**src/rtl/data_lane_rx_pkg.sv**
```systemverilog
// Shared types and constants for the data lane receiver: lane states, LP line codes,
// the HS sync byte and small match helpers used by the aligner.
package data_lane_rx_pkg;

    typedef enum logic [2:0] {
        STOP_WAIT = 3'd0,
        LP11      = 3'd1,
        LP01      = 3'd2,
        LP00      = 3'd3,
        HS_SYNC   = 3'd4,
        HS_DATA   = 3'd5
    } lane_state_e;

    localparam logic [7:0] SYNC_BYTE = 8'hB8;

    // LP codes are {lp_p, lp_n}
    localparam logic [1:0] LP_11 = 2'b11;
    localparam logic [1:0] LP_01 = 2'b01;
    localparam logic [1:0] LP_00 = 2'b00;
    localparam logic [1:0] LP_10 = 2'b10;

    function automatic logic [2:0] lowest_index(input logic [7:0] vec);
        logic [2:0] idx;
        casez (vec)
            8'b???????1: idx = 3'd0;
            8'b??????10: idx = 3'd1;
            8'b?????100: idx = 3'd2;
            8'b????1000: idx = 3'd3;
            8'b???10000: idx = 3'd4;
            8'b??100000: idx = 3'd5;
            8'b?1000000: idx = 3'd6;
            8'b10000000: idx = 3'd7;
            default:     idx = 3'd0;
        endcase
        return idx;
    endfunction

    function automatic logic one_bit_off(input logic [7:0] slice);
        logic [7:0] diff;
        diff = slice ^ SYNC_BYTE;
        return (diff != 8'h00) && ((diff & (diff - 8'h01)) == 8'h00);
    endfunction

endpackage

```
**src/rtl/data_rx_align.sv**
```systemverilog
// Byte aligner: 16-bit sliding window, sync-byte offset search and aligned-byte mux.
// DATA_LANE_RX_SOT_TOLERANT_EN additionally accepts a one-bit-error sync byte.
module data_rx_align
    import data_lane_rx_pkg::*;
(
    input  logic       clk,
    input  logic       rst,
    input  logic [7:0] i_rx_byte,
    input  logic       i_latch,
    output logic       o_match,
    output logic [7:0] o_aligned
);

    logic [7:0]  r_prev;
    logic [2:0]  r_k;
    logic [15:0] w_window;
    logic [7:0]  w_exact_vec;
    logic        w_match;
    logic [2:0]  w_k_sel;
`ifdef DATA_LANE_RX_SOT_TOLERANT_EN
    logic [7:0]  w_tol_vec;
`endif

    assign w_window = {i_rx_byte, r_prev};

    // Offset search; the lowest matching offset wins, exact matches beat tolerant ones.
    always_comb begin
        w_exact_vec = 8'h00;
`ifdef DATA_LANE_RX_SOT_TOLERANT_EN
        w_tol_vec   = 8'h00;
`endif
        for (int k = 0; k < 8; k++) begin
            w_exact_vec[k] = (w_window[k +: 8] == SYNC_BYTE);
`ifdef DATA_LANE_RX_SOT_TOLERANT_EN
            w_tol_vec[k]   = one_bit_off(w_window[k +: 8]);
`endif
        end
`ifdef DATA_LANE_RX_SOT_TOLERANT_EN
        w_match = (|w_exact_vec) | (|w_tol_vec);
        if (|w_exact_vec) begin
            w_k_sel = lowest_index(w_exact_vec);
        end else begin
            w_k_sel = lowest_index(w_tol_vec);
        end
`else
        w_match = |w_exact_vec;
        w_k_sel = lowest_index(w_exact_vec);
`endif
    end

    // Previous-byte history and latched alignment offset.
    always_ff @(posedge clk or posedge rst) begin
        if (rst) begin
            r_prev <= 8'h00;
            r_k    <= 3'd0;
        end else begin
            r_prev <= i_rx_byte;
            if (i_latch) begin
                r_k <= w_k_sel;
            end
        end
    end

    assign o_match   = w_match;
    assign o_aligned = w_window[r_k +: 8];

endmodule

```
**src/rtl/data_lane_rx.sv**
```systemverilog
// Data lane receiver: LP line-state sequencing into HS, sync search, aligned payload out.
// Build option DATA_LANE_RX_SOT_TOLERANT_EN: sync search tolerates one bit error.
module data_lane_rx
    import data_lane_rx_pkg::*;
#(
    parameter int TD_SETTLE    = 4,
    parameter int SYNC_TIMEOUT = 16
)(
    input  logic       byte_clk,
    input  logic       byte_rst,
    input  logic       lp_p,
    input  logic       lp_n,
    input  logic [7:0] rx_byte,
    output logic [7:0] data,
    output logic       valid,
    output logic       sot,
    output logic       eot,
    output logic       err_sot,
    output logic       err_ctrl,
    output logic       hs_term_en,
    output logic       lane_idle
);

    localparam logic [3:0] SETTLE_LAST = 4'(TD_SETTLE - 1);
    localparam logic [7:0] SYNC_LAST   = 8'(SYNC_TIMEOUT - 1);

    lane_state_e r_state;
    lane_state_e w_next_state;
    logic [1:0]  r_lp_meta;
    logic [1:0]  r_lp_sync;
    logic [1:0]  w_lp;
    logic [3:0]  r_settle_cnt;
    logic [3:0]  w_settle_cnt;
    logic [7:0]  r_sync_cnt;
    logic [7:0]  w_sync_cnt;
    logic        w_match;
    logic        w_latch;
    logic [7:0]  w_aligned;
    logic [7:0]  w_data;
    logic        w_valid;
    logic        w_sot;
    logic        w_eot;
    logic        w_err_sot;
    logic        w_err_ctrl;
    logic        w_hs_term_en;
    logic        w_lane_idle;
    logic [7:0]  r_data;
    logic        r_valid;
    logic        r_sot;
    logic        r_eot;
    logic        r_err_sot;
    logic        r_err_ctrl;
    logic        r_hs_term_en;
    logic        r_lane_idle;

    data_rx_align u_align (
        .clk       (byte_clk),
        .rst       (byte_rst),
        .i_rx_byte (rx_byte),
        .i_latch   (w_latch),
        .o_match   (w_match),
        .o_aligned (w_aligned)
    );

    // Two-flop synchronizer for the asynchronous LP receiver outputs.
    always_ff @(posedge byte_clk or posedge byte_rst) begin
        if (byte_rst) begin
            r_lp_meta <= 2'b00;
            r_lp_sync <= 2'b00;
        end else begin
            r_lp_meta <= {lp_p, lp_n};
            r_lp_sync <= r_lp_meta;
        end
    end

    assign w_lp = r_lp_sync;

    // Next-state, counter and output-pulse decode.
    always_comb begin
        w_next_state = r_state;
        w_settle_cnt = r_settle_cnt;
        w_sync_cnt   = r_sync_cnt;
        w_data       = 8'h00;
        w_valid      = 1'b0;
        w_sot        = 1'b0;
        w_eot        = 1'b0;
        w_err_sot    = 1'b0;
        w_err_ctrl   = 1'b0;
        case (r_state)
            STOP_WAIT: begin
                if (w_lp == LP_11) begin
                    w_next_state = LP11;
                end else begin
                    w_next_state = STOP_WAIT;
                end
            end
            LP11: begin
                case (w_lp)
                    LP_11:   w_next_state = LP11;
                    LP_01:   w_next_state = LP01;
                    default: begin
                        w_next_state = STOP_WAIT;
                        w_err_ctrl   = 1'b1;
                    end
                endcase
            end
            LP01: begin
                case (w_lp)
                    LP_01:   w_next_state = LP01;
                    LP_11:   w_next_state = LP11;
                    LP_00: begin
                        w_next_state = LP00;
                        w_settle_cnt = 4'd0;
                    end
                    default: begin
                        w_next_state = STOP_WAIT;
                        w_err_ctrl   = 1'b1;
                    end
                endcase
            end
            LP00: begin
                case (w_lp)
                    LP_00: begin
                        if (r_settle_cnt == SETTLE_LAST) begin
                            w_next_state = HS_SYNC;
                            w_sync_cnt   = 8'd0;
                        end else begin
                            w_settle_cnt = r_settle_cnt + 4'd1;
                        end
                    end
                    LP_11:   w_next_state = LP11;
                    default: begin
                        w_next_state = STOP_WAIT;
                        w_err_ctrl   = 1'b1;
                    end
                endcase
            end
            HS_SYNC: begin
                case (w_lp)
                    LP_00: begin
                        // A match on the timeout cycle still counts as sync found.
                        if (w_match) begin
                            w_next_state = HS_DATA;
                            w_sot        = 1'b1;
                        end else if (r_sync_cnt == SYNC_LAST) begin
                            w_next_state = STOP_WAIT;
                            w_err_sot    = 1'b1;
                        end else begin
                            w_sync_cnt = r_sync_cnt + 8'd1;
                        end
                    end
                    LP_11:   w_next_state = LP11;
                    default: begin
                        w_next_state = STOP_WAIT;
                        w_err_ctrl   = 1'b1;
                    end
                endcase
            end
            HS_DATA: begin
                case (w_lp)
                    LP_00: begin
                        w_valid = 1'b1;
                        w_data  = w_aligned;
                    end
                    LP_11: begin
                        w_next_state = LP11;
                        w_eot        = 1'b1;
                    end
                    default: begin
                        w_next_state = STOP_WAIT;
                        w_err_ctrl   = 1'b1;
                    end
                endcase
            end
            default: w_next_state = STOP_WAIT;
        endcase
    end

    assign w_latch      = (r_state == HS_SYNC) && (w_next_state == HS_DATA);
    assign w_hs_term_en = (w_next_state == LP00) || (w_next_state == HS_SYNC) ||
                          (w_next_state == HS_DATA);
    assign w_lane_idle  = (w_next_state == LP11);

    // State, counters and registered outputs.
    always_ff @(posedge byte_clk or posedge byte_rst) begin
        if (byte_rst) begin
            r_state      <= STOP_WAIT;
            r_settle_cnt <= 4'd0;
            r_sync_cnt   <= 8'd0;
            r_data       <= 8'h00;
            r_valid      <= 1'b0;
            r_sot        <= 1'b0;
            r_eot        <= 1'b0;
            r_err_sot    <= 1'b0;
            r_err_ctrl   <= 1'b0;
            r_hs_term_en <= 1'b0;
            r_lane_idle  <= 1'b0;
        end else begin
            r_state      <= w_next_state;
            r_settle_cnt <= w_settle_cnt;
            r_sync_cnt   <= w_sync_cnt;
            r_data       <= w_data;
            r_valid      <= w_valid;
            r_sot        <= w_sot;
            r_eot        <= w_eot;
            r_err_sot    <= w_err_sot;
            r_err_ctrl   <= w_err_ctrl;
            r_hs_term_en <= w_hs_term_en;
            r_lane_idle  <= w_lane_idle;
        end
    end

    assign data       = r_data;
    assign valid      = r_valid;
    assign sot        = r_sot;
    assign eot        = r_eot;
    assign err_sot    = r_err_sot;
    assign err_ctrl   = r_err_ctrl;
    assign hs_term_en = r_hs_term_en;
    assign lane_idle  = r_lane_idle;

endmodule

```
**config.mk**
```make
export PLATFORM = sky130hd
export DESIGN_NAME = data_lane_rx
export DESIGN_NICKNAME = d
export VERILOG_FILES = /design/src/rtl/data_lane_rx_pkg.sv /design/src/rtl/data_rx_align.sv /design/src/rtl/data_lane_rx.sv
export SDC_FILE = /design/constraint.sdc
export NUM_CORES = 1
export LEC_CHECK = 0
export BUFFER_PORTS_ARGS = -buffer_cell sky130_fd_sc_hd__buf_2
export CORE_MARGIN = 5
export CORE_UTILIZATION = 45
export CTS_CLUSTER_DIAMETER = 120
export DETAILED_ROUTE_END_ITERATION = 8
export HOLD_SLACK_MARGIN = 0.03
export MAX_ROUTING_LAYER = met4
export PLACE_DENSITY = 0.7
export SYNTH_ARGS = -nofsm -noshare
export SYNTH_HDL_FRONTEND = slang
export SYNTH_HIERARCHICAL = 1
export SYNTH_SLANG_ARGS = --single-unit
```
**constraint.sdc**
```tcl
create_clock -name byte_clk -period 4.1 [get_ports byte_clk]
set_input_delay 0.615 -clock byte_clk [delete_from_list [all_inputs] [get_ports byte_clk]]
set_output_delay 0.615 -clock byte_clk [all_outputs]
set_load 0.05 [all_outputs]
```
Yosys cells after proc, flatten, opt, wreduce, memory -nomap -nowiden
Index checks and enable logic that the tools add are counted.
- register bits after elaboration: 45
- input port bits: 12
- output and inout bits: 15
- logic and storage cells: 105
- add/sub/neg operators: 2
- equal/unequal tests: 35
- shift-type cells: 1
- muxes and demuxes: 38
- reduce and logical (&&, ||, !) cells: 14
- operators by type and width (cell ; count):
    8-bit == test, second input constant ; 9
    8-bit 2-to-1 mux ; 7
    3-bit case mux with 7 select lines ; 1
    3-bit case mux with 2 select lines ; 3
    3-bit case mux with 6 select lines ; 1
    8-bit case mux with 2 select lines ; 1
    16-bit by 4-bit indexed part select with 8-bit output ; 1
    3-bit == test, second input constant ; 5
    1-bit 2-to-1 mux ; 15
    4-bit 2-to-1 mux ; 3
    2-bit != test, second input constant ; 6
    3-bit by 2-bit == test with 1-bit output, second input constant ; 3
    3-bit 2-to-1 mux ; 3
    8-bit by 1-bit adder with 8-bit output, second input constant ; 1
    8-bit by 4-bit == test with 1-bit output, second input constant ; 1
    4-bit case mux with 2 select lines ; 1
    8-bit OR reduction ; 1
    7-bit == test, second input constant ; 1
    3-bit by 1-bit == test with 1-bit output, second input constant ; 2
    6-bit == test, second input constant ; 1
    2-bit case mux with 3 select lines ; 1
    6-bit AND reduction ; 1
    3-bit OR reduction ; 2
    5-bit == test, second input constant ; 1
    15 further kinds ; 19

Longest topological paths before layout
Gate-level depths: netlist of the first run.
- word-level depth: 8
- depth in mapped cells: 10
- depth with buffers taken out: 10

Hierarchy
The synthesis of the first run kept the hierarchy.
- by module, submodules not included (module ; times used ; cells an instance ; area each (um^2) ; seq. area each (um^2)):
    data_lane_rx ; 1 ; 155 ; 1654.1 ; 850.8
    data_rx_align ; 1 ; 92 ; 902.1 ; 275.3

Least setup slack after synthesis of the first run
Ideal clock, no wire load.
- path kind: in2reg
- from: input port rx_byte[5]
- to: register u_align.r_k[0]
- setup time: 0.125 ns
- arrival time: 2.610 ns
- data required time: 3.975 ns
- slack: 1.365 ns
- stages: 9
- path buffers: 0
- cell sequence: and4bb_2 o21ai_0 and2_1 nand3_1 o21ai_0 a211oi_1 a211oi_1 nor4_1 mux2_4
- longest elaborated chain between the ends: 7
- elaborated cells between the ends (all ways): 11
- those cells by class: eq/ne: 5; mux: 4; reduce/logical: 2
- ends and longest elaborated chain (item ; RTL line ; RTL):
    start, declared ; data_lane_rx.sv:13 ; input logic [7:0] rx_byte,
    8-bit == test ; data_rx_align.sv:33 ; w_exact_vec[k] = (w_window[k +: 8] == SYNC_BYTE);
    8-bit OR reduction * ; data_rx_align.sv:46 ; w_match = |w_exact_vec;
    named net w_match ; data_lane_rx.sv:36 ; logic w_match;
    3-bit 2-to-1 mux * ; data_lane_rx.sv:142 ; if (w_match) begin
    3-bit case mux with 2 select lines * ; data_lane_rx.sv:139 ; case (w_lp)
    3-bit case mux with 6 select lines * ; data_lane_rx.sv:89 ; case (r_state)
    3-bit == test * ; data_lane_rx.sv:179 ; assign w_latch = (r_state == HS_SYNC) && (w_next_state == HS_DATA);
    1-bit logical AND * ; data_lane_rx.sv:179 ;
    named net w_latch ; data_lane_rx.sv:37 ; logic w_latch;
    end signal, assigned ; data_rx_align.sv:59 ; r_k <= w_k_sel;
    end, declared ; data_rx_align.sv:15 ; logic [2:0] r_k;
Mark *: on every way through the listed nets, which the timed path passes. The rest lies on a longest branch.
A chain may end at the register's enable or synchronous reset.

Worst setup path after layout of the first run
- from: register u_align.r_prev[7]
- to: register u_align.r_k[0]
- longest elaborated chain between the ends: 7
- elaborated cells between the ends (all ways): 22
- those cells by class: eq/ne: 16; mux: 4; reduce/logical: 2
- ends and longest elaborated chain (item ; RTL line ; RTL):
    start, declared ; data_rx_align.sv:14 ; logic [7:0] r_prev;
    start signal, assigned ; data_rx_align.sv:57 ; r_prev <= i_rx_byte;
    8-bit == test ; data_rx_align.sv:33 ;
    8-bit OR reduction * ; data_rx_align.sv:46 ;
    named net w_match ; data_lane_rx.sv:36 ;
    3-bit 2-to-1 mux * ; data_lane_rx.sv:142 ;
    3-bit case mux with 2 select lines * ; data_lane_rx.sv:139 ;
    3-bit case mux with 6 select lines * ; data_lane_rx.sv:89 ;
    3-bit == test * ; data_lane_rx.sv:179 ;
    1-bit logical AND * ; data_lane_rx.sv:179 ;
    named net w_latch ; data_lane_rx.sv:37 ;
Marked as above.

==> summary.md, run 1 <==
| Metric | Value |
|---|---|
| Commonest non-fill, non-tap cell in the layout | dfrtp_1 |
| Post-cts gate resize count | 0 |
| Hold slack | 0.2943 ns |
| Crit path time final | 2.942 ns |
| Reg2reg path depth | 9 |
| PwrDens | 371.8 nW/um2 |
| Count of final hold-check violations | 0 |
| Fraction of layout cells with a size suffix above 1 | 0.2230 |
| Worst-skew pair later-pin latency | 0.30 ns |
| Synth warn | 6 |
| Global-route wire length before repair | 8500 um |
| Final ANT Viol Nets | 0 |
| Avg Inst Size Synth | 10.35 um2 |
| Worst Setup EP | u_align/r_k[0] |
| Placed cells | 334 |
| Die Y | 85.37 um |
| Seq cells post-synth | 45 |
| Clock sinks | 45 |
| RSZ-0062 raised after global routing | no |
| First DRT Iteration DRCs | 71 |
| Die width | 85.37 um |
| Drt pass-1 iters | 4 |
| Worst-Margin Slew | 0.7662 ns |
| NumNets Final | 289 |
| Post-CTS Hold Buffers | 0 |
| Starting density of the core | 0.4642 |
| Core Area | 5507 um2 |
| VDD IR max | 225.0 uV |
| Inserted Clock Buffers | 5 |
| Mapped Cells | 247 |
| CP Launch Type | register |
| Top Ports | 27 |
| HP Class | in -> async |
| Gpl congestion | 0.9011 |
| Slew Viols, Final | 0 |
| Tcrit/Tclk final | 0.7177 |
| DRC viols | 0 |
| Leak Pwr | 1.246 nW |
| Area delta synth->final | 9.937% |
| Row cnt | 27 |
| Reg2Reg Setup Slack | 1.16 ns |
| Postcts setup bufs | 0 |
| Max_slew headroom | 0.4845 |
| MaxCap Viol Count | 0 |
| Post-synthesis cell type count | 53 |
| Total Wirelength | 4918 um |
| Clk_skew | 0.008992 ns |
| GRT Util Overall | 0.1472 |
| Final setup vio count | 0 |
| Routed len/inst | 14.42 um |
| H-tree levels | 2 |
| Most frequent cells in the layout | dfrtp_1 (45), buf_2 (26), nand2_1 (20) |
| Worst Setup Path Type | reg -> reg |
| Achievable frequency | 339.9 MHz |
| Crit path from | u_align/r_prev[7] |
| Post-layout total power | 1.045 mW |
| Status | completed |
| CTS root buffer | clkbuf_8 |
| Total grt overflow | 0 |
| Post-Syn Area | 2556 um2 |
| Mapped Nets | 267 |
| I/O Buffers | 26 |
| Drt via density | 5.370 |
| Critical R2R Launch | u_align/r_prev[7] |
| Antenna violations before repair | 0 |
| Worst Setup End Kind | register |
| Hpwl dp | 3639 um |
| Largest net degree at the start of global routing | 26 |
| WP data arrival | 3.13 ns |
| Final Instance Count excl. Fillers | 341 |
| Vias in the first global route | 1718 |
| Worst Path Required | 4.28 ns |
| Vias | 1831 |
| Diodes inserted | 0 |
| CTS max path bufs | 2 |
| Post-synth EDFFs | 0 |
| Sum of negative setup slack | 0 ns |
| Clk slew on worst S/H paths | 0.08 ns |
| Critical path peak fanout | 8 |
| Fraction of registers with async set/reset | 1.000 |
| Worst r2r dst | u_align/r_k[0] |
| Post-synth top flop | dfrtp_1 |
| CTS tree | built |
| Share of the yosys chip area belonging to registers | 0.4405 |
| Die Area | 7288 um2 |
-- report_power, final --
part           total, mW  switching, mW  internal (mW)  leakage [nW]
clock              0.322          0.145          0.177        0.0540
combinational      0.197          0.123         0.0737         0.607
sequential         0.526         0.0489          0.477         0.585
total               1.04          0.317          0.728          1.25
-- layer usage --
layer / share of wire / vias to the layer above / routed length, um / track usage
li1: - / 940 / - / -
met1: 0.51 / 864 / 2508 / 0.2136
met2: 0.45 / 24 / 2213 / 0.2105
met3: 0.033 / 3 / 160 / 0.03301
met4: 0.0071 / 0 / 35 / 0.03022
met5: 0 / - / 0 / -
-- metrics by stage --
step,setup slack (ns),instance area [um2],util
final,1.158,2810,0.5103
after global routing,0.9404,2810,0.5103
after CTS,1.166,2810,0.5103
after detailed placement,0.8706,2706,0.4915
after global placement,0.9983,2706,0.4915
after floorplan,1.365,2556,-
-- worst max-delay path, stage by stage (launching register included) --
cell and delay [ns]:
dfrtp_1 0.47, and4bb_2 0.35, o21ai_0 0.15, and2_1 0.20, nand3_1 0.18, o21ai_0 0.10
a211oi_1 0.24, a211oi_1 0.17, nor4_1 0.62, mux2_4 0.35
-- cells by family (layout without fill, tap and decap cells) --
| logic type | Yosys count | after routing | share of synthesized area |
|---|---|---|---|
| flops | 45 | 45 | 0.4405 |
| buf+inv | 23 | 45 | 0.04650 |
| compound gates | 54 | 54 | 0.1336 |
| mux | 21 | 21 | 0.08859 |
| simple gates | 93 | 93 | 0.2413 |
| xor+xnor | 3 | 3 | 0.01028 |
| fa+ha+maj | 8 | 8 | 0.03916 |
-- area by class of cell --
| cell class | instances | area (um2) |
|---|---|---|
| inverters | 11 | 41.29 |
| well taps | 72 | 90.09 |
| clock buffers | 5 | 68.82 |
| flip-flops and latches | 45 | 1126 |
| multi-input cells | 179 | 1311 |
| clock inverters | 2 | 35.03 |
| repair buffers | 27 | 137.6 |
| fillers | 521 | 2696 |
-- synthesized netlist by cell type, drive strengths merged (4+ instances only) --
| library cell | number | share of area |
|---|---|---|
| nand2b | 4 | 0.0098 |
| nand3b | 4 | 0.012 |
| a21oi | 14 | 0.027 |
| o21ai | 20 | 0.039 |
| mux2i | 14 | 0.055 |
| and4bb | 12 | 0.060 |
| mux2 | 7 | 0.034 |
| and2 | 9 | 0.022 |
| clkbuf | 5 | 0.0073 |
| dfrtp | 45 | 0.44 |
| nand3 | 6 | 0.012 |
| nand2 | 20 | 0.029 |
| buf | 7 | 0.023 |
| ha | 8 | 0.039 |
| nor3 | 7 | 0.018 |
| nor2 | 11 | 0.016 |
| inv | 11 | 0.016 |
-- sequential cells by signal, indices dropped and copies added, names as in the netlist, 2 cells and up --
signal and cells:
data 8, r_lp_meta 2, r_lp_sync 2, r_settle_cnt 4
u_align/r_prev 8, r_state 3, u_align/r_k 3, r_sync_cnt 8
-- worst min-delay path by stage --
stage | start | end | slack [ns] | depth (start not counted)
after floorplan | r_lp_meta[0] | r_lp_sync[0] | 0.33 | 0
after global placement | r_lp_meta[0] | r_lp_sync[0] | 0.34 | 0
after detailed placement | r_lp_meta[1] | r_lp_sync[1] | 0.35 | 0
after CTS | byte_rst | lane_idle | 0.30 | 2
after global routing | byte_rst | lane_idle | 0.32 | 2
final | byte_rst | lane_idle | 0.29 | 2
(Power assumes the default switching activity.)
==> inputs of run 2 (changes only) <==
--- a/config.mk
+++ b/config.mk
@@ -12,7 +12,7 @@
 export DETAILED_ROUTE_END_ITERATION = 8
 export HOLD_SLACK_MARGIN = 0.03
 export MAX_ROUTING_LAYER = met4
-export PLACE_DENSITY = 0.7
+export PLACE_DENSITY = 0.72
 export SYNTH_ARGS = -nofsm -noshare
 export SYNTH_HDL_FRONTEND = slang
 export SYNTH_HIERARCHICAL = 1
==> constraint.sdc (replaced) <==
create_clock -name byte_clk -period 2.4 [get_ports byte_clk]
set_input_delay 0.36 -clock byte_clk [delete_from_list [all_inputs] [get_ports byte_clk]]
set_output_delay 0.36 -clock byte_clk [all_outputs]
set_load 0.05 [all_outputs]
==> run 2 against run 1 <==
  * First-iteration DRC count increased by 5.6%
  * Wire length is 9.5% higher
  * Critical path depth stayed put
  * Die area did not move
  * Critical path type unchanged
  * Clock power increased by 84%
==> summary.md, run 2 (synthesis gave the netlist of run 1 again) <==
| Metric | Value |
|---|---|
| Placed cells | 352 |
| Final Instance Count excl. Fillers | 363 |
| NumNets Final | 310 |
| First DRT Iteration DRCs | 75 |
| Multi-input gate area | 1354 um2 |
| Crit path time final | 2.253 ns |
| Vias | 2009 |
| CP Launch Type | register |
| Global-route wire length before repair | 9363 um |
| Critical path peak fanout | 4 |
| Vias in the first global route | 2018 |
| Antenna violations before repair | 0 |
| Status | completed |
| Register area | 1126 um2 |
| GRT Util Overall | 0.1607 |
| Clock sinks | 45 |
| Met2 WL post-DR | 2784 um |
| Starting density of the core | 0.4642 |
| CTS max path bufs | 2 |
| Met1 wire length | 2298 um |
| Final setup vio count | 0 |
| VDD IR max | 297.1 uV |
| Top Ports | 27 |
| Post-CTS Hold Buffers | 0 |
| Total grt overflow | 0 |
| Commonest non-fill, non-tap cell in the layout | dfrtp_1 |
| Drt via density | 5.534 |
| Inserted Clock Buffers | 5 |
| HP Class | in -> async |
| Hpwl dp | 3727 um |
| Die width | 85.37 um |
| Fill count | 497 |
| WL met3 | 207 um |
| Row cnt | 27 |
| CTS tree | built |
| Die Area | 7288 um2 |
| DRC viols | 0 |
| Count of final hold-check violations | 0 |
| Achievable frequency | 443.8 MHz |
| PwrDens | 620.0 nW/um2 |
| Final ANT Viol Nets | 0 |
| Final core occ | 0.5490 |
| Drt pass-1 iters | 6 |
| Routed len/inst | 14.83 um |
| Worst Setup Path Type | reg -> reg |
| Die Y | 85.37 um |
| Worst-skew pair later-pin latency | 0.29 ns |
| Core Area | 5507 um2 |
| Clk slew on worst S/H paths | 0.09 ns |
| Max_slew headroom | 0.5717 |
| Clk_skew | 0.007984 ns |
| Total Wirelength | 5383 um |
| Largest net degree at the start of global routing | 35 |
| Worst-Margin Slew | 0.6425 ns |
| H-tree levels | 2 |
| Slew Viols, Final | 0 |
| Worst Path Required | 2.62 ns |
| WP data arrival | 2.48 ns |
| MaxCap Viol Count | 0 |
| Gpl congestion | 0.8985 |
| Tcrit/Tclk final | 0.9388 |
| CTS root buffer | clkbuf_8 |
| Most frequent cells in the layout | dfrtp_1 (45), buf_2 (26), buf_4 (22) |
| I/O Buffers | 26 |
| Fraction of layout cells with a size suffix above 1 | 0.3058 |
| Leak Pwr | 1.366 nW |
| Worst Setup End Kind | register |
| Area delta synth->final | 18.26% |
| Top layer in use | met4 |
| Diodes inserted | 0 |
[run 2: cell types whose count changed in the layout (fill, tap and decap cells not counted), sizes merged]
cell and delta:
clkinv -1, buf +21, clkbuf +2
[run 2: metrics by stage]
step	setup TNS [ns]	total power [mW]	setup slack, ns	instance area [um2]	hold slack (ns)
after detailed placement	-0.03794	1.277	-0.01926	2848	0.3347
after floorplan	0	1.161	0.04030	2562	0.2124
final	0	1.874	0.1469	3023	0.05526
after CTS	0	1.870	0.02933	2964	0.06687
after global routing	-0.05718	1.980	-0.04569	3023	0.09295
after global placement	0	1.270	0.04238	2848	0.3339
[run 2: where the power goes]
group          switching, mW  internal (mW)
Sequential            0.0815          0.815
Combinational          0.229          0.158
Clock                  0.251          0.340
[run 2: what timing repair did]
action	4_1_cts	5_1_grt
resized for setup	0	11
endpoints found under the setup margin	0	10
buffers inserted	0	3
[run 2: path summary, 6_finish.rpt]
path | from | to | slack, ns | cells past startpoint
setup / recovery | u_align/r_prev[7] | r_sync_cnt[6] | 0.15 | 9
hold / removal | byte_rst | u_align/r_k[1] | 0.06 | 2
setup reg to reg | u_align/r_prev[7] | r_sync_cnt[6] | 0.15 | 9
hold reg to reg | r_lp_meta[1] | r_lp_sync[1] | 0.35 | 0
max in group asynchronous | byte_rst | r_lp_meta[1] | 1.94 | 3
min in group byte_clk | rx_byte[7] | u_align/r_prev[7] | 0.17 | 1
[run 2: cell type report]
| cell class | count | share of cell area |
|---|---|---|
| tap | 72 | 0.02980 |
| clock inverter | 1 | 0.009934 |
| inverter | 11 | 0.01366 |
| clock buffer | 7 | 0.02856 |
| timing repair buffer | 48 | 0.09768 |
| multi-input combinational | 179 | 0.4478 |
| sequential | 45 | 0.3725 |
[run 2: layer usage]
layer | vias to the layer above | GRT usage
met5 | - | -
met4 | 0 | 0.04604
met3 | 11 | 0.03107
met2 | 48 | 0.2627
met1 | 966 | 0.2028
li1 | 984 | -
[run 2: worst max-delay path, stage by stage (launching register included)]
cell and delay, ns:
dfrtp_1 0.38, and4bb_2 0.26, o21ai_0 0.20, and2_4 0.18, nand3_2 0.08, buf_4 0.17
inv_1 0.12, o2111ai_2 0.15, or4_1 0.48, a21oi_1 0.16
==> inputs of run 3 (changes only) <==
--- a/config.mk
+++ b/config.mk
@@ -5,11 +5,13 @@
 export SDC_FILE = /design/constraint.sdc
 export NUM_CORES = 1
 export LEC_CHECK = 0
+export ABC_AREA = 1
 export BUFFER_PORTS_ARGS = -buffer_cell sky130_fd_sc_hd__buf_2
 export CORE_MARGIN = 5
 export CORE_UTILIZATION = 45
 export CTS_CLUSTER_DIAMETER = 120
 export DETAILED_ROUTE_END_ITERATION = 8
+export GPL_ROUTABILITY_DRIVEN = 1
 export HOLD_SLACK_MARGIN = 0.03
 export MAX_ROUTING_LAYER = met4
 export PLACE_DENSITY = 0.72
==> constraint.sdc (replaced) <==
create_clock -name byte_clk -period 1.94 [get_ports byte_clk]
set_input_delay 0.291 -clock byte_clk [delete_from_list [all_inputs] [get_ports byte_clk]]
set_output_delay 0.291 -clock byte_clk [all_outputs]
set_load 0.05 [all_outputs]
==> run 3 against run 2 <==
  * Via count grew 26%
  * Critical path depth up 9
  * Global-route usage increased by 1.4 points
  * Worst hold slack improved by 0.046 ns
  * Highest routed layer unchanged
  * Critical endpoint is now u_align/r_k[0]
  * Cell area up 8.0%
==> summary.md, run 3 <==
| Metric | Value |
|---|---|
| CTS max path bufs | 2 |
| I/O Buffers | 26 |
| Top Ports | 27 |
| Post-synth top flop | dfrtp_1 |
| Fraction of layout cells with a size suffix above 1 | 0.2535 |
| WP data arrival | 2.11 ns |
| Row cnt | 28 |
| Cell mode on critical path | nand2_1 |
| Slowest CP cell | dfrtp_2 |
| CTS root buffer | clkbuf_8 |
| Inserted Clock Buffers | 5 |
| Final ANT Viol Nets | 0 |
| Core Area | 5956 um2 |
| Fraction of registers with async set/reset | 1.000 |
| NumNets Final | 453 |
| Max_slew headroom | 0.6758 |
| Starting density of the core | 0.4632 |
| Worst Setup Path Type | reg -> reg |
| Critical path's largest stage delay | 0.46 ns |
| Final setup vio count | 0 |
| Post-layout total power | 1.972 mW |
| Slew Viols, Final | 0 |
| Mapped Cells | 384 |
| Post-synthesis cell type count | 31 |
| Worst Setup End Kind | register |
| Placed cell areas | 3030 um2 |
| CP Launch Type | register |
| CP bufs+invs | 3 |
| Die width | 88.30 um |
| Die Area | 7797 um2 |
| Routed len/inst | 11.89 um |
| Mapped Nets | 404 |
| Count leader, synth | nand2_1 |
| Sw frac | 0.2642 |
| Vias in the first global route | 2395 |
| Total Wirelength | 6050 um |
| P_sw | 520.8 uW |
| RSZ-0062 raised after global routing | yes |
| GRT Util Overall | 0.1752 |
| Worst-skew pair later-pin latency | 0.29 ns |
| Clock power frac | 0.357 |
| DRC viols | 0 |
| Drt via density | 4.986 |
| Avg Inst Size Synth | 7.185 um2 |
| Vias | 2538 |
| Largest net degree at the start of global routing | 30 |
| Drt pass-1 iters | 7 |
| Post-synth top area share | 0.4082 |
| Global-route wire length before repair | 10480 um |
| Most frequent cells in the layout | nand2_1 (109), nor2_1 (45), inv_1 (44) |
| Critical path peak fanout | 7 |
| PwrDens | 603.8 nW/um2 |
| CP delay by family, top | simple AND/OR/NAND/NOR gates |
| Share of the yosys chip area belonging to registers | 0.4082 |
| Total grt overflow | 0 |
| Post-Syn Area | 2759 um2 |
| Synth top area cells | dfrtp_1 (41%), nand2_1 (15%), nor2_1 (6.8%) |
| Clk slew on worst S/H paths | 0.09 ns |
| Area delta synth->final | 18.37% |
| Commonest non-fill, non-tap cell in the layout | nand2_1 |
| H-tree levels | 2 |
| First DRT Iteration DRCs | 113 |
| Antenna violations before repair | 0 |
| Crit path time final | 1.925 ns |
| Clock sinks | 45 |
| Gpl congestion | 0.9290 |
| Leak Pwr | 1.693 nW |
| Worst-Margin Slew | 0.4862 ns |
| Achievable frequency | 519.6 MHz |
| Post-synth EDFFs | 0 |
| Hold slack | 0.1013 ns |
| Clk_skew | 0.006105 ns |
| Worst path cell trace | nor2_2 -> nand2_1 -> nor2_2 -> nor2_1 -> nand2_1 -> inv_1 -> nand2_1 -> nand2_1 -> inv_1 -> nand3_2 -> nand2_1 -> nand2_1 -> nand3_2 -> nand2_2 -> nor2_4 -> inv_1 -> nand2_1 -> nand2_1 |
| Hpwl dp | 4535 um |
| Diodes inserted | 0 |
| Tcrit/Tclk final | 0.9920 |
| Seq cells post-synth | 45 |
| Seq pwr share | 0.509 |
| Count of final hold-check violations | 0 |
| HP Class | in -> reg |
| Internal power | 1.451 mW |
| Top cells by count, synth | nand2_1 (111), nor2_1 (50), dfrtp_1 (45), inv_1 (45), nand3_1 (22) |
| MaxCap Viol Count | 0 |
| Status | completed |
| Sum of negative setup slack | 0 ns |
| Logic pwr share | 0.133 |
| Final instance area | 3266 um2 |
| CTS tree | built |
| Fill count | 585 |
| Leading area contributor after synthesis | dfrtp_1 |
| Synth warn | 6 |
| Die Y | 88.30 um |
| VDD IR max | 357.1 uV |
| Worst Path Required | 2.13 ns |
==> run 3: changes by cell type after synthesis, moves of 7 or more <==
cell / change
nand2_2: +9
inv_2: +10
nor2_1: +39
nand3_1: +16
mux2i_1: -13
nand2_1: +91
inv_1: +34
a21oi_1: -7
and2_1: -9
and4bb_2: -11
nor2_2: +8
o21ai_1: +11
==> run 3: per-layer routing <==
layer | vias to the layer above | part of all wire | routed length, um | global-route usage
met4 | 0 | 0.020 | 122 | 0.05907
met1 | 1160 | 0.41 | 2497 | 0.2119
met3 | 10 | 0.061 | 372 | 0.03073
met5 | - | 0 | 0 | -
met2 | 76 | 0.51 | 3057 | 0.2957
li1 | 1292 | - | - | -
==> run 3: area by class of cell <==
cell class	instances	area (um2)	area share
timing repair buffer	51	320.3	0.09808
multi-input combinational	275	1403	0.4295
clock buffer	6	72.57	0.02222
tap	75	93.84	0.02874
clock inverter	2	38.79	0.01188
sequential	45	1131	0.3464
inverter	55	206.4	0.06322
==> run 3: metrics by stage <==
step | setup slack [ns] | instances | util
2_1_floorplan | 0.04717 | 384 | -
3_3_place_gp | -0.0003386 | 493 | 0.5088
3_5_place_dp | -0.1561 | 493 | 0.5088
4_1_cts | 0.006356 | 505 | 0.5366
5_1_grt | -0.1741 | 509 | 0.5483
6_report | 0.01544 | 509 | 0.5483
==> run 3: kinds of logic after synthesis <==
| kind of cell | share of synthesized area |
|---|---|
| fa+ha+maj | 0.03628 |
| mux | 0.003628 |
| buf+inv | 0.1039 |
| xor+xnor | 0.02222 |
| compound gates | 0.09343 |
| flops | 0.4082 |
| simple gates | 0.3324 |
==> run 3: final timing paths <==
path	to	slack, ns	from	depth (start not counted)
max in group asynchronous	sot	0.86	byte_rst	4
worst min-delay path	r_lp_meta[0]	0.10	lp_n	1
worst max-delay path	u_align/r_k[0]	0.02	u_align/r_prev[6]	18
worst min register to register	r_lp_sync[0]	0.36	r_lp_meta[0]	0
worst max register to register	u_align/r_k[0]	0.02	u_align/r_prev[6]	18
min in group asynchronous	r_settle_cnt[1]	0.46	byte_rst	3
==> run 3: what timing repair did <==
action	CTS	global route
hold buffers	1	0
setup endpoints to repair	3	9
endpoints found under the hold margin	16	0
setup buffers	3	4
pin swaps	1	11
gates resized for setup	8	12
==> run 3: power groups by stage <==
stage / registers (mW) / clock network (mW) / logic, mW
detailed placement: 1.02 / 0 / 0.233
global placement: 1.02 / 0 / 0.230
global route: 1.01 / 0.766 / 0.294
finish: 1.00 / 0.704 / 0.263
floorplan: 1.03 / 0 / 0.140
CTS: 1.00 / 0.734 / 0.245
